`config.mk`:
```
export PLATFORM = sky130hd
export DESIGN_NAME = sar_search_4
export DESIGN_NICKNAME = d
export VERILOG_FILES = /design/src/rtl/sar_search_4.sv
export SDC_FILE = /design/constraint.sdc
export NUM_CORES = 1
export LEC_CHECK = 0
export ABC_AREA = 1
export CAP_MARGIN = 20
export CORE_MARGIN = 5
export CORE_UTILIZATION = 45
export DETAILED_ROUTE_END_ITERATION = 6
export PLACE_DENSITY_LB_ADDON = 0.1
export SYNTH_ARGS = -nofsm -noshare
export SYNTH_HDL_FRONTEND = slang
export SYNTH_SLANG_ARGS = --single-unit
```
`constraint.sdc`:
```
create_clock -name clk -period 7.1 [get_ports clk]
set_clock_uncertainty 0.1 [all_clocks]
set_input_delay 1.065 -clock clk [delete_from_list [all_inputs] [get_ports clk]]
set_output_delay 1.065 -clock clk [all_outputs]
set_load 0.02 [all_outputs]
```
`src/rtl/sar_search_4.sv`:
```
// sar_search_4: 4-bit binary search driven by an external magnitude comparator.
// Ports: clk, reset (async high), start, cmp_gt/eq/lt in; probe, busy, done,
//        result, found, err out. probe feeds the comparator's B operand.
module sar_search_4 (
    input  logic       clk,
    input  logic       reset,
    input  logic       start,
    input  logic       cmp_gt,
    input  logic       cmp_eq,
    input  logic       cmp_lt,
    output logic [3:0] probe,
    output logic       busy,
    output logic       done,
    output logic [3:0] result,
    output logic       found,
    output logic       err
);

    typedef enum logic [1:0] {
        S_IDLE,
        S_SEARCH,
        S_DONE
    } state_t;

    state_t     state_q, state_d;
    logic [4:0] lo_q, lo_d;
    logic [4:0] hi_q, hi_d;
    logic [3:0] probe_q, probe_d;
    logic [3:0] result_q, result_d;
    logic       found_q, found_d;
    logic       err_q, err_d;

    // Candidate bounds; 5 bits so lo can pass hi without wrapping.
    logic [4:0] lo_up;
    logic [4:0] hi_dn;

    assign lo_up = {1'b0, probe_q} + 5'd1;
    assign hi_dn = {1'b0, probe_q} - 5'd1;

    always_comb begin
        state_d  = state_q;
        lo_d     = lo_q;
        hi_d     = hi_q;
        probe_d  = probe_q;
        result_d = result_q;
        found_d  = found_q;
        err_d    = err_q;

        case (state_q)
            S_IDLE: begin
                if (start) begin
                    lo_d     = 5'd0;
                    hi_d     = 5'd15;
                    probe_d  = 4'd7;
                    result_d = 4'd0;
                    found_d  = 1'b0;
                    err_d    = 1'b0;
                    state_d  = S_SEARCH;
                end
            end
            S_SEARCH: begin
                case ({cmp_gt, cmp_eq, cmp_lt})
                    3'b010: begin
                        result_d = probe_q;
                        found_d  = 1'b1;
                        state_d  = S_DONE;
                    end
                    3'b100: begin
                        // probe 15 has no upper neighbour to move to.
                        if (probe_q == 4'd15 || lo_up > hi_q) begin
                            result_d = probe_q;
                            state_d  = S_DONE;
                        end else begin
                            lo_d    = lo_up;
                            probe_d = 4'((lo_up + hi_q) >> 1);
                        end
                    end
                    3'b001: begin
                        // hi_dn wraps at probe 0; caught before use.
                        if (probe_q == 4'd0 || lo_q > hi_dn) begin
                            result_d = probe_q;
                            state_d  = S_DONE;
                        end else begin
                            hi_d    = hi_dn;
                            probe_d = 4'((lo_q + hi_dn) >> 1);
                        end
                    end
                    default: begin
                        // None or several flags: comparator is inconsistent.
                        result_d = probe_q;
                        found_d  = 1'b0;
                        err_d    = 1'b1;
                        state_d  = S_DONE;
                    end
                endcase
            end
            S_DONE: begin
                state_d = S_IDLE;
            end
            default: begin
                state_d = S_IDLE;
            end
        endcase
    end

    always_ff @(posedge clk or posedge reset) begin
        if (reset) begin
            state_q  <= S_IDLE;
            lo_q     <= 5'd0;
            hi_q     <= 5'd15;
            probe_q  <= 4'd0;
            result_q <= 4'd0;
            found_q  <= 1'b0;
            err_q    <= 1'b0;
        end else begin
            state_q  <= state_d;
            lo_q     <= lo_d;
            hi_q     <= hi_d;
            probe_q  <= probe_d;
            result_q <= result_d;
            found_q  <= found_d;
            err_q    <= err_d;
        end
    end

    assign probe  = probe_q;
    assign busy   = (state_q == S_SEARCH);
    assign done   = (state_q == S_DONE);
    assign result = result_q;
    assign found  = found_q;
    assign err    = err_q;

endmodule

```
## Yosys cells after proc, flatten, opt, wreduce, memory -nomap -nowiden

Cells that the tools add are included.

- Muxes and demuxes: 28
- Magnitude comparators: 2
- Multiply operators: 0
- Bitwise gates (word level): 0
- Shifts and indexed selects: 0
- Divide/modulo/power cells: 0
- Equality and inequality tests: 18
- Add/subtract/negate cells: 4
- Reduce and logical (&&, ||, !) cells: 14

Operators by type and width:

| operator | number |
|---|---|
| case mux 4 bit (2 select lines) | 4 |
| two-way mux 5 bit | 6 |
| two-way mux 4 bit | 6 |
| case mux 5 bit (2 select lines) | 2 |
| inequality test 3 bit, second input constant | 4 |
| AND reduction 4 bit | 3 |
| adder 5 bit | 2 |
| > comparator 5 bit | 2 |
| inequality test 2 bit, second input constant | 5 |
| AND reduction 3 bit | 3 |
| case mux 2 bit (2 select lines) | 2 |
| two-way mux 2 bit | 3 |
| case mux 1 bit (2 select lines) | 3 |
| adder 4 x 1 -> 5 bit, second input constant | 1 |
| AND reduction 5 bit | 1 |
| subtractor 4 x 1 -> 5 bit, second input constant | 1 |
| == test 4 bit, second input constant | 1 |
| logical NOT 4 bit | 1 |
| inequality test 2 x 1 -> 1 bit, second input constant | 2 |
| == test 3 x 1 -> 1 bit, second input constant | 1 |
| == test 3 x 2 -> 1 bit, second input constant | 1 |
| == test 3 bit, second input constant | 1 |
| inequality test 3 x 1 -> 1 bit, second input constant | 1 |
| OR reduction 3 bit | 1 |
| 7 further kinds | 9 |

- Register bits: 22
- RAM bits: 0
- Memories kept: 0
- Memory bits (read-only): 0
- Bits of input ports: 6
- Output and inout port bits: 12
- Latch bits: 0
- Logic and storage cells: 73

## Depth between registers and ports, before layout

Gate-level depths: netlist (run 1).

- Depth after elaboration: 6
- Gate-level depth with buffers: 18
- Depth with buffers taken out: 18

## Worst setup path after synthesis (run 1)

OpenSTA, ideal clock, no wires.

- Kind: reg-to-reg
- From: register probe_q[0] (netlist: probe[0])
- To: register result_q[0] (netlist: result[0])
- Library setup time: 119 ps
- Path buffers: 0
- Slack: 4,512 ps
- Data required time: 6,881 ps
- Stages on the path, launching flop included: 16
- Arrival time: 2,369 ps
- Clock period less this slack: 2,588 ps
- Cells stage by stage: dfrtp_1 inv_1 ha_1 or2_2 nand2_1 ha_1 nor2_1 nand2_1 nor2_1 nor2_1 nand2_1 nand2_2 nand3_1 nand3_1 nand3_1 nand2_1

- Longest elaborated chain between the ends: 5
- Elaborated cells between the ends (all ways): 15
- Classes of those cells: add/sub (2); order compare (2); eq/ne (3); mux (4); reduce/logical (4)

Ends and longest elaborated chain:

| item | line | text |
|---|---|---|
| start, declared | 28 | `logic [3:0] probe_q, probe_d;` |
| start signal, assigned | 119 | `probe_q <= probe_d;` |
| subtractor 4 x 1 -> 5 bit or adder 4 x 1 -> 5 bit (tied branches) | 38, 37 |  |
| > comparator 5 bit, on equally long branches | 80, 70 |  |
| logical OR 1 bit, on equally long branches | 80, 70 |  |
| inequality test 3 bit (no source line) | - |  |
| AND reduction 4 bit (no source line) | - |  |
| end signal, assigned | 120 | `result_q <= result_d;` |
| end, declared | 29 | `logic [3:0] result_q, result_d;` |

Parallel ways exist; a longest one is shown, timed or not. The select of a mux whose other input is x is not followed.
A chain may end at the register's enable or synchronous reset.

## Final worst setup path (run 1)

- From: register state_q[0]
- To: output busy

- Longest elaborated chain between the ends: 1

Ends and longest elaborated chain:

| item | line | text |
|---|---|---|
| start, declared | 25 | `state_t state_q, state_d;` |
| start signal, assigned | 116 | `state_q <= state_d;` |
| == test 2 x 1 -> 1 bit | 127 | `assign busy = (state_q == S_SEARCH);` |
| end, declared | 12 | `output logic busy,` |

Every way passes these cells.

==> metrics.txt, run 1 <==
reg-to-reg startpoint=probe[0]$_DFFE_PP0P_; worst skew pair latency=270 ps; P_leak=1.09 nW; Final Cycle Share=41.6%; Yosys top cell area share=24.9%; CTS buffer count=3; crit path cell chain=inv_1, nor2_4, clkdlybuf4s50_1; Max H-tree Level=1; Synth Register Bits=22; largest net degree at the start of global routing=23; Worst-Margin Slew=905 ps; Setup violations, final=0; std cell rows=23; Crit Path Max Fanout=15; final setup TNS=0 ps; GRT Util Overall=17.2%; status=complete, no violations; pwr dens=543 mW/mm^2; worst setup path start=state_q[0]$_DFFE_PP0P_; pre-CTS WS=4230 ps; Startpoint Class=flip-flop; post-synth top area cell=dfrtp_1; final wirelength=4140 um; P&R area growth vs syn=15.9%; core area=0.00394 sq mm; CP max stage cell=clkdlybuf4s50_1; Worst Path Required=5930 ps; global route total overflow=0; sequential cell area fraction in the yosys report=30.7%; Die Width=73.4 um; unrepaired setup endpoints after global routing=no; crit path DAT=1790 ps; Vias/cell=4.90; Final WS setup=4150 ps; Synth Cell Area=0.00181 sq mm; cell area after layout=0.00209 sq mm; vias in the first global route=1537; 1st-iter DRT viols=60; Filler Cell Count=374; Unique masters post-synth=33; CTS sink count=22; Initial Util=45.8%; Final GP Congestion=0.800; drt wl/cell=13.3 um; CTS root buffer=clkbuf_8; fin crit period=2950 ps; drt drc=0; hpwl dp=3240 um; MaxCap Viol Count=0; worst hold path type=flip-flop to flip-flop; clock buffer depth=2; dominant cells by area after synthesis=dfrtp_1, ha_1, nand2_1; antenna cell count=0; WS Path Type=flip-flop to output port; Syn Nets=271; slowest stage delay, CP=680 ps; Final Slew Violations=0; Synth Instances=243; vias post-DR=1528; die area=0.00538 sq mm; Total Nets Final=291; Final Hold Viols=0; Antenna Violating Nets Remaining=0; clock tree from TritonCTS=built; Die Height=73.4 um; IO Port Bufs=17; initial antenna violation count=0; top achievable clock speed=0.339 GHz; Area after DPL=0.00202 sq mm; Hold Startpoint=hi_q[2]$_DFFE_PP1P_; Worst-path clk slew=90 ps; Detailed Routing Iterations Pass 1=4; first-pass GRT wire length=7160 um; io pins=18; slew margin rel.=39.6%; Post-CTS Setup Bufs=0; hold_buf cts=0; post_cts resized=0; proportion of layout cells with a drive suffix above 1=11.1%; Worst VDD drop=0.289 mV; CP Capture Type=output port; Synth Warn #=0; synthesized area per cell=7.44 sq um
power by group:
part	switching [mW]	internal, mW
logic	0.491	0.282
clock network	0.0465	0.0754
registers	0.0571	0.184
final timing paths:
kind,end,slack [ps],depth (start not counted)
hold / removal,hi_q[2]$_DFFE_PP1P_,390,2
setup reg to reg,result[1]$_DFFE_PP0P_,4220,15
setup / recovery,busy,4150,3
min in group asynchronous,result[3]$_DFFE_PP0P_,1190,2
hold reg to reg,hi_q[2]$_DFFE_PP1P_,390,2
max in group asynchronous,lo_q[3]$_DFFE_PP0P_,5150,2
Yosys cell counts:
cell type	n
a21boi_0	1
a21oi_1	8
a21oi_2	1
a32o_1	1
buf_2	1
buf_6	1
clkinv_1	1
dfrtp_1	18
dfstp_2	4
fa_1	2
ha_1	20
inv_1	40
inv_2	4
nand2_1	59
nand2_2	2
nand2_4	1
nand3_1	18
nand3_2	1
nand3b_1	1
nand4_1	10
nand4_2	1
nand4_4	1
nor2_1	18
nor2_2	4
nor2_4	2
nor3_2	1
nor3_4	1
o211ai_1	1
o21ai_0	7
o21ai_1	8
o22ai_1	1
or2_2	2
xor2_1	2
through the flow:
stage	total power, mW	cells	util [%]	hold slack [ps]
global placement	1.03	308	51.3	377
detailed placement	1.02	308	51.3	378
global route	1.27	312	53.1	422
finish	1.14	312	53.1	389
floorplan	0.811	243	-	359
CTS	1.15	312	53.1	392
cell families (layout without fill, tap and decap cells):
group | after synthesis | after routing | synth area share [%]
flip-flops | 22 | 22 | 30.7
buffers and inverters | 47 | 66 | 10.2
adder cells (fa/ha/maj) | 22 | 22 | 16.1
AND/OR/NAND/NOR | 122 | 122 | 33.4
AO/OA/AOI/OAI | 28 | 28 | 8.59
XOR/XNOR | 2 | 2 | 0.970
state kept, by name (all words and copies together) (netlist names):
signal / flops
err: 1
found: 1
hi_q: 5
lo_q: 5
probe: 4
result: 4
state_q: 2
placed cells by master (no fill, tap or decap), drive strengths merged, types with 4 or more instances in the layout:
cell type      instances
clkdlybuf4s50         17
nand3                 19
ha                    20
inv                   44
nor2                  24
dfrtp                 18
dfstp                  4
nand2                 62
a21oi                  9
nand4                 12
o21ai                 15
critical path: cells and delay by family (launching register included):
kind          cells  cell delay (ps)
buf+inv           2              770
flops             1              410
simple gates      1              330
cell type report:
class                   instances  area (sq um)  area share [%]
clock buffers                   3          41.3            1.97
clock inverters                 1          30.0            1.43
inverters                      45           169            8.06
multi-input cells             174          1070            50.9
flip-flops and latches         22           556            26.5
well taps                      50          62.6            2.99
repair buffers                 17           170            8.12
layer usage:
layer,global-route usage [%],routed length (um),vias up
met1,24.2,2080,689
met3,2.05,94,5
met2,27.9,1930,18
met5,0,0,-
met4,4.63,40,0
li1,-,-,816
Note: power is estimated with default switching activity, not from simulation.
==> inputs of run 2 (changes only) <==
clock period = 2.8 ns   (was 7.1 ns; I/O delays follow)
==> run 2 against run 1 <==
Compared with the run above: final area increased by 2.0%; total power increased to 2.6 times the previous value; first-iteration DRC count is 68% higher; global-route usage is 0.26 points higher; critical endpoint is now hi_q[0]$_DFFE_PP1P_; wire length shrank 0.80%; die area unchanged; largest power group unchanged.
==> metrics.txt, run 2 (same netlist as run 1, synthesis figures left out) <==
Worst-path clk slew=90 ps (about the same); vias in the first global route=1517 (-1.3%); reg-to-reg startpoint=probe[1]$_DFFE_PP0P_; MaxCap Viol Count=0 (unchanged); Multi-input gate area=0.00107 sq mm (+0.47%); CP Capture Point=hi_q[0]$_DFFE_PP1P_; Detailed Routing Iterations Pass 1=4 (unchanged); crit path DAT=2620 ps (+830 ps); initial antenna violation count=0 (unchanged); worst hold path type=flip-flop to flip-flop; Die Height=73.4 um (unchanged); proportion of layout cells with a drive suffix above 1=13.5% (+2.4 points); P_leak=1.11 nW (+2.3%); most common cell after layout, fill and taps aside=nand2_1; Die Width=73.4 um (unchanged); drt drc=0 (unchanged); CTS sink count=22 (unchanged); met3 WL post-DR=87 um (-7.4%); largest net degree at the start of global routing=23 (unchanged); Setup violations, final=0 (unchanged); slew margin rel.=42.3% (+2.7 points); Finished Layout Cells=317 (+1.6%); final setup TNS=0 ps (unchanged); Final WS setup=274 ps (-3880 ps); max layer used=met4; io pins=18 (unchanged); CTS buffer count=3 (unchanged); crit path cell chain=inv_1, ha_1, or2_2, nand2_1, ha_1, nor2_1, nand2_1, nor2_1, nor2_1, nand2_1, nand2_2, nand2_1, nand2_1, nand2_4, nand2_1, o21ai_1; unrepaired setup endpoints after global routing=no; fin crit period=2530 ps; GRT Util Overall=17.5% (+0.26 points); Total Nets Final=296 (+1.7%); CP delay by family, top=simple AND/OR/NAND/NOR gates; clock tree from TritonCTS=built; first-pass GRT wire length=7230 um (+1.1%); Max H-tree Level=1 (unchanged); pwr dens=1380 mW/mm^2 (+150%); worst skew pair latency=260 ps (about the same); FF-to-FF path depth=16 (+1); hold_buf cts=0 (unchanged); r2r setup slk=270 ps (-3950 ps); die area=0.00538 sq mm (unchanged); Final Slew Violations=0 (unchanged); Final Cycle Share=90.2%; drt wl/cell=13.0 um (-2.4%); Vias/cell=4.93 (+0.68%); 1st-iter DRT viols=101 (+68%); core area=0.00394 sq mm (unchanged); P&R area growth vs syn=18.3%; Largest regs=hi_q x5, lo_q x5; worst setup path start=probe[1]$_DFFE_PP0P_; slowest stage delay, CP=420 ps (-260 ps); wl on met1=2040 um (-1.7%); top achievable clock speed=0.396 GHz; Worst-Margin Slew=864 ps (-40.5 ps); Placed Cells=313 (+1.6%); std cell rows=23 (unchanged); final wirelength=4110 um (-0.80%); Initial Util=45.8% (unchanged); CP max stage cell=dfrtp_1; pre-CTS WS=170 ps (-4060 ps); clock buffer depth=2 (unchanged); antenna cell count=0 (unchanged); Filler Cell Count=392 (+4.8%); Crit Path Max Fanout=9 (-6); Detail Route met2 WL=1960 um (+1.4%); final core occ=54.2% (+1.1 points); hold_ws=390 ps (+1.18 ps); most used cell, CP=nand2_1; CP Capture Type=flip-flop; status=complete, no violations; Startpoint Class=flip-flop; Antenna Violating Nets Remaining=0 (unchanged); most frequent cells in the layout=nand2_1, inv_1, ha_1; Worst Path Buf+Inv=1 (-1); Worst Path Required=2900 ps (-3030 ps); Worst VDD drop=0.585 mV (+100%); vias post-DR=1563 (+2.3%); FF+latch area=556 sq um (unchanged); WS Path Type=flip-flop to flip-flop; CTS root buffer=clkbuf_8; Crit. path cell count=16 (+13); Final Hold Viols=0 (unchanged); Reg2Reg Capture Point=hi_q[0]$_DFFE_PP1P_; hpwl dp=3340 um (+3.3%); IO Port Bufs=17 (unchanged); Final GP Congestion=0.832 (+4.0%); global route total overflow=0 (unchanged)
==> run 2: repair_timing <==
item,4_1_cts,5_1_grt
buffers inserted,0,0
resized for setup,0,2
setup endpoints to repair,0,9
==> run 2: routing by layer <==
layer,up-vias,GRT usage [%]
li1,829,-
met1,708,25.2
met2,24,28.1
met3,2,1.64
met4,0,4.23
met5,-,0
==> run 2: area by class of cell <==
cell class | count | share of cell area [%]
repair buffers | 22 | 9.72
clock inverters | 1 | 1.41
flip-flops and latches | 22 | 26.0
clock buffers | 3 | 1.93
well taps | 50 | 2.93
inverters | 45 | 7.90
multi-input cells | 174 | 50.1
==> run 2: tightest hold or removal path, delay by kind of cell, from the launching register on <==
family	cells	cell delay (ps)
simple gates	1	50
flops	1	390
compound gates	1	50
==> run 2: worst min path at each step <==
stage | cells past startpoint | to | slack [ps] | startpoint
floorplan | 1 | err$_DFFE_PP0P_ | 310 | reset
global placement | 2 | hi_q[3]$_DFFE_PP1P_ | 380 | hi_q[3]$_DFFE_PP1P_
detailed placement | 2 | hi_q[4]$_DFFE_PP0P_ | 380 | hi_q[4]$_DFFE_PP0P_
CTS | 2 | hi_q[2]$_DFFE_PP1P_ | 390 | hi_q[2]$_DFFE_PP1P_
global route | 2 | hi_q[0]$_DFFE_PP1P_ | 410 | hi_q[0]$_DFFE_PP1P_
finish | 2 | hi_q[2]$_DFFE_PP1P_ | 390 | hi_q[2]$_DFFE_PP1P_
==> run 2: power by group <==
group          internal [mW]  leakage, nW  switching, mW
Combinational          0.770        0.798           1.27
Clock                  0.191       0.0357          0.111
Sequential             0.467        0.276          0.137
==> run 2: through the flow <==
stage	power (mW)	area, sq um
after floorplan	2.06	1810
after global placement	2.65	2060
after detailed placement	2.64	2060
after CTS	2.96	2130
after global routing	3.30	2140
final	2.95	2140
==> inputs of run 3 (changes only) <==
SLEW_MARGIN = 5   (was not set)
==> results of run 3 <==
Same layout as run 2: the final DEF is identical, and so are final timing and power.
